**src/rtl/stats_collector_avlstrm_pkg.sv**
```systemverilog
// Shared types for the stats channel receive side: record layout, well-known
// stats addresses and the collector FSM encoding.
package stats_collector_avlstrm_pkg;

  localparam int STATS_ADDR_W = 8;
  localparam int STATS_VAL_W  = 32;

  localparam logic [STATS_ADDR_W-1:0] REG_RX_FRAMES = 8'h00;
  localparam logic [STATS_ADDR_W-1:0] REG_RX_ERRORS = 8'h01;
  localparam logic [STATS_ADDR_W-1:0] REG_RX_BYTES  = 8'h02;
  localparam logic [STATS_ADDR_W-1:0] REG_RX_DROPS  = 8'h03;

  typedef struct packed {
    logic [STATS_ADDR_W-1:0] addr;
    logic [STATS_VAL_W-1:0]  val;
  } stats_t;

  typedef enum logic [1:0] {
    ST_IDLE,
    ST_IN_FRAME,
    ST_COMMIT_WAIT
  } stats_col_state_t;

endpackage

```
**src/rtl/stats_regfile.sv**
```systemverilog
// Shadow/live register pair with per-entry dirty tracking and a registered
// host read port. A commit copies every dirty shadow entry into live at once.
module stats_regfile #(
  parameter  int NUM_REGS = 16,
  parameter  int ADDR_W   = 8,
  parameter  int VAL_W    = 32,
  localparam int RD_W     = $clog2(NUM_REGS)
) (
  input  logic              Clk,
  input  logic              Rst,
  input  logic              i_wrEn,
  input  logic [ADDR_W-1:0] i_wrAddr,
  input  logic [VAL_W-1:0]  i_wrData,
  input  logic              i_clearDirty,
  input  logic              i_commit,
  input  logic              i_rdEn,
  input  logic [RD_W-1:0]   i_rdAddr,
  output logic [VAL_W-1:0]  o_rdData,
  output logic              o_rdValid
);

  logic [VAL_W-1:0]    r_shadow [NUM_REGS];
  logic [VAL_W-1:0]    r_live   [NUM_REGS];
  logic [NUM_REGS-1:0] r_dirty;
  logic [NUM_REGS-1:0] w_wrHit;
  logic [NUM_REGS-1:0] w_dirtyNext;
  logic [VAL_W-1:0]    w_rdVal;
  logic [VAL_W-1:0]    r_rdData;
  logic                r_rdValid;

  // Dirty set as it stands after this cycle's write, so a write landing on the
  // commit edge (last beat of a frame) is folded into that same commit.
  always_comb begin
    w_wrHit = '0;
    for (int i = 0; i < NUM_REGS; i++) begin
      w_wrHit[i] = i_wrEn && (i_wrAddr == ADDR_W'(i));
    end
    w_dirtyNext = (i_clearDirty ? {NUM_REGS{1'b0}} : r_dirty) | w_wrHit;
  end

  always_ff @(posedge Clk or posedge Rst) begin
    if (Rst) begin
      for (int i = 0; i < NUM_REGS; i++) begin
        r_shadow[i] <= '0;
        r_live[i]   <= '0;
      end
      r_dirty <= '0;
    end else begin
      for (int i = 0; i < NUM_REGS; i++) begin
        if (w_wrHit[i]) begin
          r_shadow[i] <= i_wrData;
        end
        if (i_commit && w_dirtyNext[i]) begin
          r_live[i] <= w_wrHit[i] ? i_wrData : r_shadow[i];
        end
      end
      r_dirty <= i_commit ? {NUM_REGS{1'b0}} : w_dirtyNext;
    end
  end

  // Unmatched indices fall through to zero.
  always_comb begin
    w_rdVal = '0;
    for (int i = 0; i < NUM_REGS; i++) begin
      if (i_rdAddr == RD_W'(i)) begin
        w_rdVal = r_live[i];
      end
    end
  end

  always_ff @(posedge Clk or posedge Rst) begin
    if (Rst) begin
      r_rdData  <= '0;
      r_rdValid <= 1'b0;
    end else begin
      r_rdValid <= i_rdEn;
      if (i_rdEn) begin
        r_rdData <= w_rdVal;
      end
    end
  end

  assign o_rdData  = r_rdData;
  assign o_rdValid = r_rdValid;

endmodule

```
**src/rtl/stats_collector_avlstrm.sv**
```systemverilog
// Receive end of the stats channel: gathers framed {addr,val} records and
// publishes each complete frame to the host-visible registers atomically.
module stats_collector_avlstrm
  import stats_collector_avlstrm_pkg::*;
#(
  parameter  int NUM_REGS = 16,
  parameter  int ADDR_W   = STATS_ADDR_W,
  parameter  int VAL_W    = STATS_VAL_W,
  localparam int RD_W     = $clog2(NUM_REGS)
) (
  input  logic                    Clk,
  input  logic                    Rst,
  input  logic [ADDR_W+VAL_W-1:0] in_data,
  input  logic                    in_valid,
  input  logic                    in_sop,
  input  logic                    in_eop,
  output logic                    in_ready,
  input  logic                    hold,
  input  logic                    rd_en,
  input  logic [RD_W-1:0]         rd_addr,
  output logic [VAL_W-1:0]        rd_data,
  output logic                    rd_valid,
  output logic [31:0]             frame_cnt,
  output logic [31:0]             err_cnt,
  output logic [31:0]             badaddr_cnt
);

  stats_col_state_t  r_state;
  stats_col_state_t  w_nextState;
  logic [ADDR_W-1:0] w_addr;
  logic [VAL_W-1:0]  w_val;
  logic              w_addrOk;
  logic              w_beat;
  logic              w_wrEn;
  logic              w_clearDirty;
  logic              w_commit;
  logic              w_errEvt;
  logic [31:0]       r_frameCnt;
  logic [31:0]       r_errCnt;
  logic [31:0]       r_badAddrCnt;

  assign w_addr   = in_data[ADDR_W+VAL_W-1 -: ADDR_W];
  assign w_val    = in_data[VAL_W-1:0];
  assign w_addrOk = (w_addr < ADDR_W'(NUM_REGS));
  assign in_ready = (r_state != ST_COMMIT_WAIT);
  assign w_beat   = in_valid && in_ready;

  always_ff @(posedge Clk or posedge Rst) begin
    if (Rst) begin
      r_state <= ST_IDLE;
    end else begin
      r_state <= w_nextState;
    end
  end

  // A sop arriving mid-frame aborts the partial frame and restarts with itself.
  always_comb begin
    w_nextState  = r_state;
    w_wrEn       = 1'b0;
    w_clearDirty = 1'b0;
    w_commit     = 1'b0;
    w_errEvt     = 1'b0;
    case (r_state)
      ST_IDLE, ST_IN_FRAME: begin
        if (w_beat) begin
          if (in_sop || (r_state == ST_IN_FRAME)) begin
            w_wrEn       = w_addrOk;
            w_clearDirty = in_sop && (r_state == ST_IN_FRAME);
            w_errEvt     = w_clearDirty;
            if (!in_eop) begin
              w_nextState = ST_IN_FRAME;
            end else if (hold) begin
              w_nextState = ST_COMMIT_WAIT;
            end else begin
              w_commit    = 1'b1;
              w_nextState = ST_IDLE;
            end
          end else begin
            w_errEvt = 1'b1;
          end
        end
      end
      ST_COMMIT_WAIT: begin
        if (!hold) begin
          w_commit    = 1'b1;
          w_nextState = ST_IDLE;
        end
      end
      default: w_nextState = ST_IDLE;
    endcase
  end

  always_ff @(posedge Clk or posedge Rst) begin
    if (Rst) begin
      r_frameCnt   <= '0;
      r_errCnt     <= '0;
      r_badAddrCnt <= '0;
    end else begin
      if (w_commit) begin
        r_frameCnt <= r_frameCnt + 32'd1;
      end
      if (w_errEvt) begin
        r_errCnt <= r_errCnt + 32'd1;
      end
      if (w_beat && !w_addrOk) begin
        r_badAddrCnt <= r_badAddrCnt + 32'd1;
      end
    end
  end

  assign frame_cnt   = r_frameCnt;
  assign err_cnt     = r_errCnt;
  assign badaddr_cnt = r_badAddrCnt;

  stats_regfile #(
    .NUM_REGS (NUM_REGS),
    .ADDR_W   (ADDR_W),
    .VAL_W    (VAL_W)
  ) u_regfile (
    .Clk          (Clk),
    .Rst          (Rst),
    .i_wrEn       (w_wrEn),
    .i_wrAddr     (w_addr),
    .i_wrData     (w_val),
    .i_clearDirty (w_clearDirty),
    .i_commit     (w_commit),
    .i_rdEn       (rd_en),
    .i_rdAddr     (rd_addr),
    .o_rdData     (rd_data),
    .o_rdValid    (rd_valid)
  );

endmodule
```
**config.mk**
```make
export PLATFORM = sky130hd
export DESIGN_NAME = stats_collector_avlstrm
export DESIGN_NICKNAME = d
export VERILOG_FILES = /design/src/rtl/stats_collector_avlstrm_pkg.sv /design/src/rtl/stats_regfile.sv /design/src/rtl/stats_collector_avlstrm.sv
export SDC_FILE = /design/constraint.sdc
export NUM_CORES = 2
export LEC_CHECK = 0
export CAP_MARGIN = 25
export CELL_PAD_IN_SITES_DETAIL_PLACEMENT = 0
export CELL_PAD_IN_SITES_GLOBAL_PLACEMENT = 1
export CORE_ASPECT_RATIO = 0.75
export CORE_MARGIN = 3
export CORE_UTILIZATION = 45
export CTS_CLUSTER_DIAMETER = 100
export DETAILED_ROUTE_END_ITERATION = 12
export PLACE_DENSITY = 0.83
export SLEW_MARGIN = 20
export SYNTH_ARGS = -nofsm -noshare
export SYNTH_HDL_FRONTEND = slang
export SYNTH_SLANG_ARGS = --single-unit
```
**constraint.sdc**
```tcl
create_clock -name Clk -period 40.2 [get_ports Clk]
set_clock_uncertainty 0.05 [all_clocks]
set_input_delay 6.03 -clock Clk [delete_from_list [all_inputs] [get_ports Clk]]
set_output_delay 6.03 -clock Clk [all_outputs]
set_load 0.02 [all_outputs]
```
### Yosys cells after proc, flatten, opt, wreduce, memory -nomap -nowiden

Index checks and enable logic that the tools add are counted.

* multiplexer cells: 54
* equal/unequal tests: 36
* add/subtract/negate cells: 3
* bitwise gates (word level): 1
* reduce and logical (&&, ||, !) cells: 42
* $lt $le $gt $ge: 1

Operator list (count)
* $mux W32: 32
* $add A32 B1 Y32 const B: 3
* $eq A8 B4 Y1 const B: 8
* $logic_and A1 B1 Y1: 35
* $eq A4 B4 Y1 const B: 8
* $eq A8 B3 Y1 const B: 4
* $mux W16: 2
* $eq A4 B3 Y1 const B: 4
* $eq A8 B2 Y1 const B: 2
* $or A16 B16 Y16: 1
* $mux W1: 13
* $mux W2: 5
* $eq A4 B2 Y1 const B: 2
* $eq A8 B1 Y1 const B: 1
* $logic_not A8 Y1: 1
* $lt A8 B5 Y1 const B: 1
* $ne A2 B2 Y1 const B: 4
* $eq A4 B1 Y1 const B: 1
* $logic_not A4 Y1: 1
* $pmux W2 S2: 1
* $reduce_and A3 Y1: 1
* $eq A2 B1 Y1 const B: 1
* $eq A2 B2 Y1 const B: 1
* $logic_not A2 Y1: 1
* other kinds (4): 4

* input bits: 51
* word-level logic and storage cells: 176
* output and inout bits: 130
* bits in registers: 1171

### Logic depth before layout (Yosys ltp)

* depth in word-level cells: 17
* gate-level depth with buffers: 11
* gate-level depth less buffers: 8

### Cells and area by module

Synthesis repeated with hierarchy kept, for this count alone.

* cell total of the unflattened synthesis: 3539
* area total of the unflattened synthesis: 49876.6 um^2

By module, submodules not included
* stats_regfile: cells an instance 3144, instances 1, area each 45398.5 um^2, sequential area each 26850.8 um^2
* stats_collector_avlstrm: cells an instance 395, instances 1, area each 4478.0 um^2, sequential area each 2452.4 um^2

### Worst setup path before layout

No wires, ideal clock.

* kind: input -> register
* from: input in_sop
* to: register u_regfile.r_shadow[238] (netlist bit)
* library setup time: 125 ps
* arrival: 7686 ps
* path buffers: 3
* setup slack: 32339 ps
* required time: 40025 ps
* stages: 9
* cell sequence: inv_1 ha_1 nor3b_2 nand4b_1 or3_1 clkbuf_1 buf_6 buf_6 mux2_4

* word-level cells in the longest chain between the ends: 6

Ends and longest elaborated chain
* start, declared: RTL line stats_collector_avlstrm.sv:15 `input logic in_sop,`
* $logic_or A1 B1 Y1: RTL line stats_collector_avlstrm.sv:66 `if (in_sop || (r_state == ST_IN_FRAME)) begin`
* $mux W1: RTL line stats_collector_avlstrm.sv:66
* $mux W1: RTL line stats_collector_avlstrm.sv:65 `if (w_beat) begin`
* $mux W1: RTL line stats_collector_avlstrm.sv:63 `case (r_state)`
* $logic_and A1 B1 Y1: RTL line stats_regfile.sv:36 `w_wrHit[i] = i_wrEn && (i_wrAddr == ADDR_W'(i));`
* $mux W32
* end signal, assigned by index: RTL line stats_regfile.sv:51 `r_shadow[i] <= i_wrData;`
* end, declared: RTL line stats_regfile.sv:22 `logic [VAL_W-1:0] r_shadow [NUM_REGS];`

No other way between the ends.
A chain may end at the register's enable or synchronous reset.

### Worst setup path after layout

* from: input in_sop
* to: register u_regfile.r_live[413] (netlist bit)

* word-level cells in the longest chain between the ends: 7
* elaborated cells on any way between the ends: 16
* those cells by class: mux (11); bitwise (1); reduce/logical (4)

Ends and longest elaborated chain
* $logic_and A1 B1 Y1 / $logic_or A1 B1 Y1 (equally long branches): RTL line stats_collector_avlstrm.sv:68, stats_collector_avlstrm.sv:66
* $mux W1: RTL line stats_collector_avlstrm.sv:66
* $mux W1: RTL line stats_collector_avlstrm.sv:65
* $mux W1: RTL line stats_collector_avlstrm.sv:63
* $mux W16 / $logic_and A1 B1 Y1 (equally long branches): RTL line stats_regfile.sv:38, stats_regfile.sv:36
* $or A16 B16 Y16: RTL line stats_regfile.sv:38 `w_dirtyNext = (i_clearDirty ? {NUM_REGS{1'b0}} : r_dirty) | w_wrHit;`
* $logic_and A1 B1 Y1: RTL line stats_regfile.sv:53 `if (i_commit && w_dirtyNext[i]) begin`
* end signal, assigned by index: RTL line stats_regfile.sv:54 `r_live[i] <= w_wrHit[i] ? i_wrData : r_shadow[i];`
* end, declared: RTL line stats_regfile.sv:23 `logic [VAL_W-1:0] r_live [NUM_REGS];`

Several ways; a longest one is shown, not always the timed one.

==> impl_metrics.csv <==
group,metric,value,unit
run_status,status,"complete, no violations",
critical_path,arrival,9.93,ns
critical_path,critPathLaunchType,"input port",
critical_path,crit_path_frequent_cell,"buf_4",
grt,grt_max_degree,172,
clocking,clockBufferDepth,3,
sta,rsz0062_at_grt,"false",
floorplan,start_util,0.456,
yosys,yosysUniqueCellTypes,66,
power,seqPwrFrac,0.487,
yosys,synthFlopType,"dfrtp_1",
power,cellInternalPower,1.97,mW
placement,place.gp.congestion,0.871,
power,totalPowerFinal,2.66,mW
power,peakVddDrop,34.1,uV
clocking,clock_latency,0.73,ns
yosys,syn_area,52200,sq um
floorplan,coreArea,114000,sq um
grt,antenna_found_initial,2,
sta,max_slew.worst_pin.slew,1.14,ns
placement,io_buffers,180,
job,max_cap_viol_count,0,
critical_path,rrSetupSlack,35.97,ns
clocking,cts_hold_buf,0,
yosys,synth_area_per_cell,10.9,sq um
grt,grt_use_total,0.259,
clocking,cts_made_buffers,114,
floorplan,die_area,120000,sq um
routing,wl_met1,69500,um
sta,finalCriticalPeriod,9.43,ns
worst_hold_path,min-delay-start,"badaddr_cnt[31]$_DFFE_PP0P_",
power,combPwrFrac,0.101,
yosys,synth.area.top_cells,"dfrtp_1 56%, mux2_2 9.6%, o22ai_1 6.7%",
power,clkPwrFrac,0.412,
power,switching_share,0.261,
grt,grt_pass1_wl,241000,um
final_layout,fin_nets,4771,
power,p_per_area,45.3,nW/um^2
worst_hold_path,hp-class,"flip-flop to flip-flop",
critical_path,cp_num_buf_inv,5,
sta,finalSetupTns,0,ns
clocking,cts_resized,0,
clocking,postCtsSetupRepairBufs,0,
clocking,clockRootBuffer,"clkbuf_16",
grt,grt_pass1_vias,38100,
routing,met2_length,67400,um
yosys,syn_nets,4826,
yosys,synth-edff-count,0,
sta,fin_crit_sh,0.235,
yosys,synth.yosys.warnings,0,
routing,via_per_inst,6.23,
yosys,synth_area_leader_cell,"dfrtp_1",
critical_path,endpoint_kind,"flip-flop",
floorplan,rows,107,
yosys,yosysSeqAreaShare,0.562,
sta,final-hold-violation-count,0,
clocking,cts_sinks,1171,
power,switchingPower,0.695,mW
clocking,htreeDepth,3,
routing,finalWirelength,157000,um
critical_path,r2r-start,"r_state[1]$_DFFE_PP0P_",
grt,overflow,0,
worst_hold_path,hold_depth,1,
sta,slew-limit-headroom,0.242,
floorplan,io_pins,181,
critical_path,cp_top_family,"buffers and inverters",
yosys,ys_async_sr_fraction,1.00,
clocking,cts_tree,"yes",
routing,drt_iter0_drc,4264,
clocking,clk_pin_slew,0.06,ns
final_layout,drive_above_1_share,0.180,
yosys,synth_top_area_share,0.562,
sta,drv_slew,0,
critical_path,max_stage_delay,0.92,ns
routing,num_vias,39400,
routing,ant_nets,0,
critical_path,path_cells,"clkdlybuf4s50_1 > inv_1 > ha_1 > nand4bb_1 > a21oi_4 > buf_4 > buf_4 > buf_4 > a21oi_1",
sta,max_freq,0.106,GHz
critical_path,path_max_fanout,91,
critical_path,worstPathRequired,40.70,ns
floorplan,die_h,301,um
critical_path,rr_worst_depth,8,
routing,drt_pass1_iterations,5,
yosys,ys_ff_latch,1171,
critical_path,crit_type,"input port to flip-flop",
worst_hold_path,hold_path_end,"badaddr_cnt[31]$_DFFE_PP0P_",
yosys,syn_inst,4770,
routing,dr.max_layer_used,"met4",
routing,wl_met3,16900,um
power,p_leak,28.0,nW
routing,remaining_drc_errors,0,
sta,finalSetupViolCount,0,
routing,drt-wirelength-per-cell,24.8,um
critical_path,critical_path.slowest_cell,"buf_4",
placement,dp_hpwl,93800,um
critical_path,regToRegEndpoint,"u_regfile.r_live[413]$_DFFE_PP0P_",
final_layout,synthToLayoutAreaGrowth,12.8,%
floorplan,die_x,399,um
[power groups by stage]
stage | Sequential (mW) | Combinational, mW | Clock (mW)
after floorplan | 1.32 | 0.154 | 0
after global placement | 1.32 | 0.259 | 0
after detailed placement | 1.32 | 0.264 | 0
after CTS | 1.30 | 0.266 | 1.11
after global routing | 1.31 | 0.291 | 1.16
final | 1.30 | 0.268 | 1.10
[cells by family (layout without fill, tap and decap cells)]
logic type / count (synthesis) / after routing / synth area share
xor gates and xnor gates: 93 / 93 / 0.0156
AOI/OAI and AO/OA: 1431 / 1431 / 0.160
muxes: 617 / 617 / 0.140
and+or+nand+nor: 957 / 957 / 0.0799
DFF: 1171 / 1171 / 0.562
other: 0 / 2 / 0
adders and majority gates: 5 / 5 / 0.00120
buffers and inverters: 496 / 527 / 0.0417
[area by class of cell]
class / instances / area, sq um
Sequential cell: 1171 / 29300
Tap cell: 1526 / 1910
Antenna cell: 2 / 5.00
Multi-Input combinational cell: 3103 / 20900
Inverter: 20 / 82.6
Clock inverter: 36 / 495
Timing Repair Buffer: 305 / 2900
Clock buffer: 166 / 3270
Fill cell: 10100 / 55500
[worst max path at each step]
stage | from | to | slack (ns) | cells past startpoint
3_5_place_dp | Rst | u_regfile.r_shadow[19]$_DFF_PP0_ | 30.13 | 5
6_report | in_sop | u_regfile.r_live[413]$_DFFE_PP0P_ | 30.77 | 9
4_1_cts | in_sop | u_regfile.r_live[413]$_DFFE_PP0P_ | 30.90 | 9
3_3_place_gp | Rst | u_regfile.r_live[28]$_DFFE_PP0P_ | 30.17 | 5
5_1_grt | Rst | u_regfile.o_rdData[28]$_DFFE_PP0P_ | 30.50 | 5
2_1_floorplan | Rst | badaddr_cnt[0]$_DFFE_PP0P_ | 1.14 | 1
[stage by stage]
step	hold WS (ns)	cell area (sq um)	setup slack (ns)	instances	utilization
final	0.436	58900	30.77	6329	0.515
after floorplan	0.413	52200	1.14	4770	-
after detailed placement	0.432	55000	30.13	6124	0.481
after global placement	0.411	54900	30.17	6117	0.480
after global routing	0.461	58800	30.50	6328	0.515
after CTS	0.444	58800	30.90	6326	0.514
[Yosys cell counts (27+ instances only)]
cell and instances:
o22ai_1 556, nand2_1 86, mux2_4 34, nand3_1 59
mux4_2 27, nor2_1 621, o221ai_1 27, mux2_1 55
buf_1 27, nor3_1 42, o21ai_0 117, clkbuf_1 261
and3_1 35, mux2i_1 57, mux2_2 444, a21oi_1 616
xnor2_1 75, buf_2 172, dfrtp_1 1171
[worst register-to-register path: cells and delay by family, from the launching register on]
family	cells	cell delay (ns)
compound gates	2	0.42
fa+ha+maj	1	0.23
buf+inv	3	2.41
flops	1	0.45
simple gates	2	0.48
[registers in the layout (all words and copies together), names as in the netlist]
signal and cells:
badaddr_cnt 32, err_cnt 32, frame_cnt 32, r_state 2, u_regfile.o_rdData 32, u_regfile.o_rdValid 1, u_regfile.r_dirty 16, u_regfile.r_live 512
u_regfile.r_shadow 512
[routing by layer]
layer	global-route usage	vias up
li1	-	17200
met3	0.0838	256
met1	0.379	20300
met5	0	-
met4	0.0590	0
met2	0.376	1676
[cell usage in the layout, fill, tap and decap left out, types with 55 or more instances in the layout]
| cell | instances |
|---|---|
| nand3_1 | 58 |
| buf_4 | 113 |
| mux2_1 | 55 |
| mux2i_1 | 57 |
| mux2_2 | 444 |
| nand2_1 | 86 |
| clkdlybuf4s50_1 | 173 |
| nor2_1 | 620 |
| o21ai_0 | 117 |
| a21oi_1 | 607 |
| clkbuf_16 | 114 |
| dfrtp_1 | 1171 |
| o22ai_1 | 556 |
| xnor2_1 | 75 |
(Power assumes the default switching activity.)
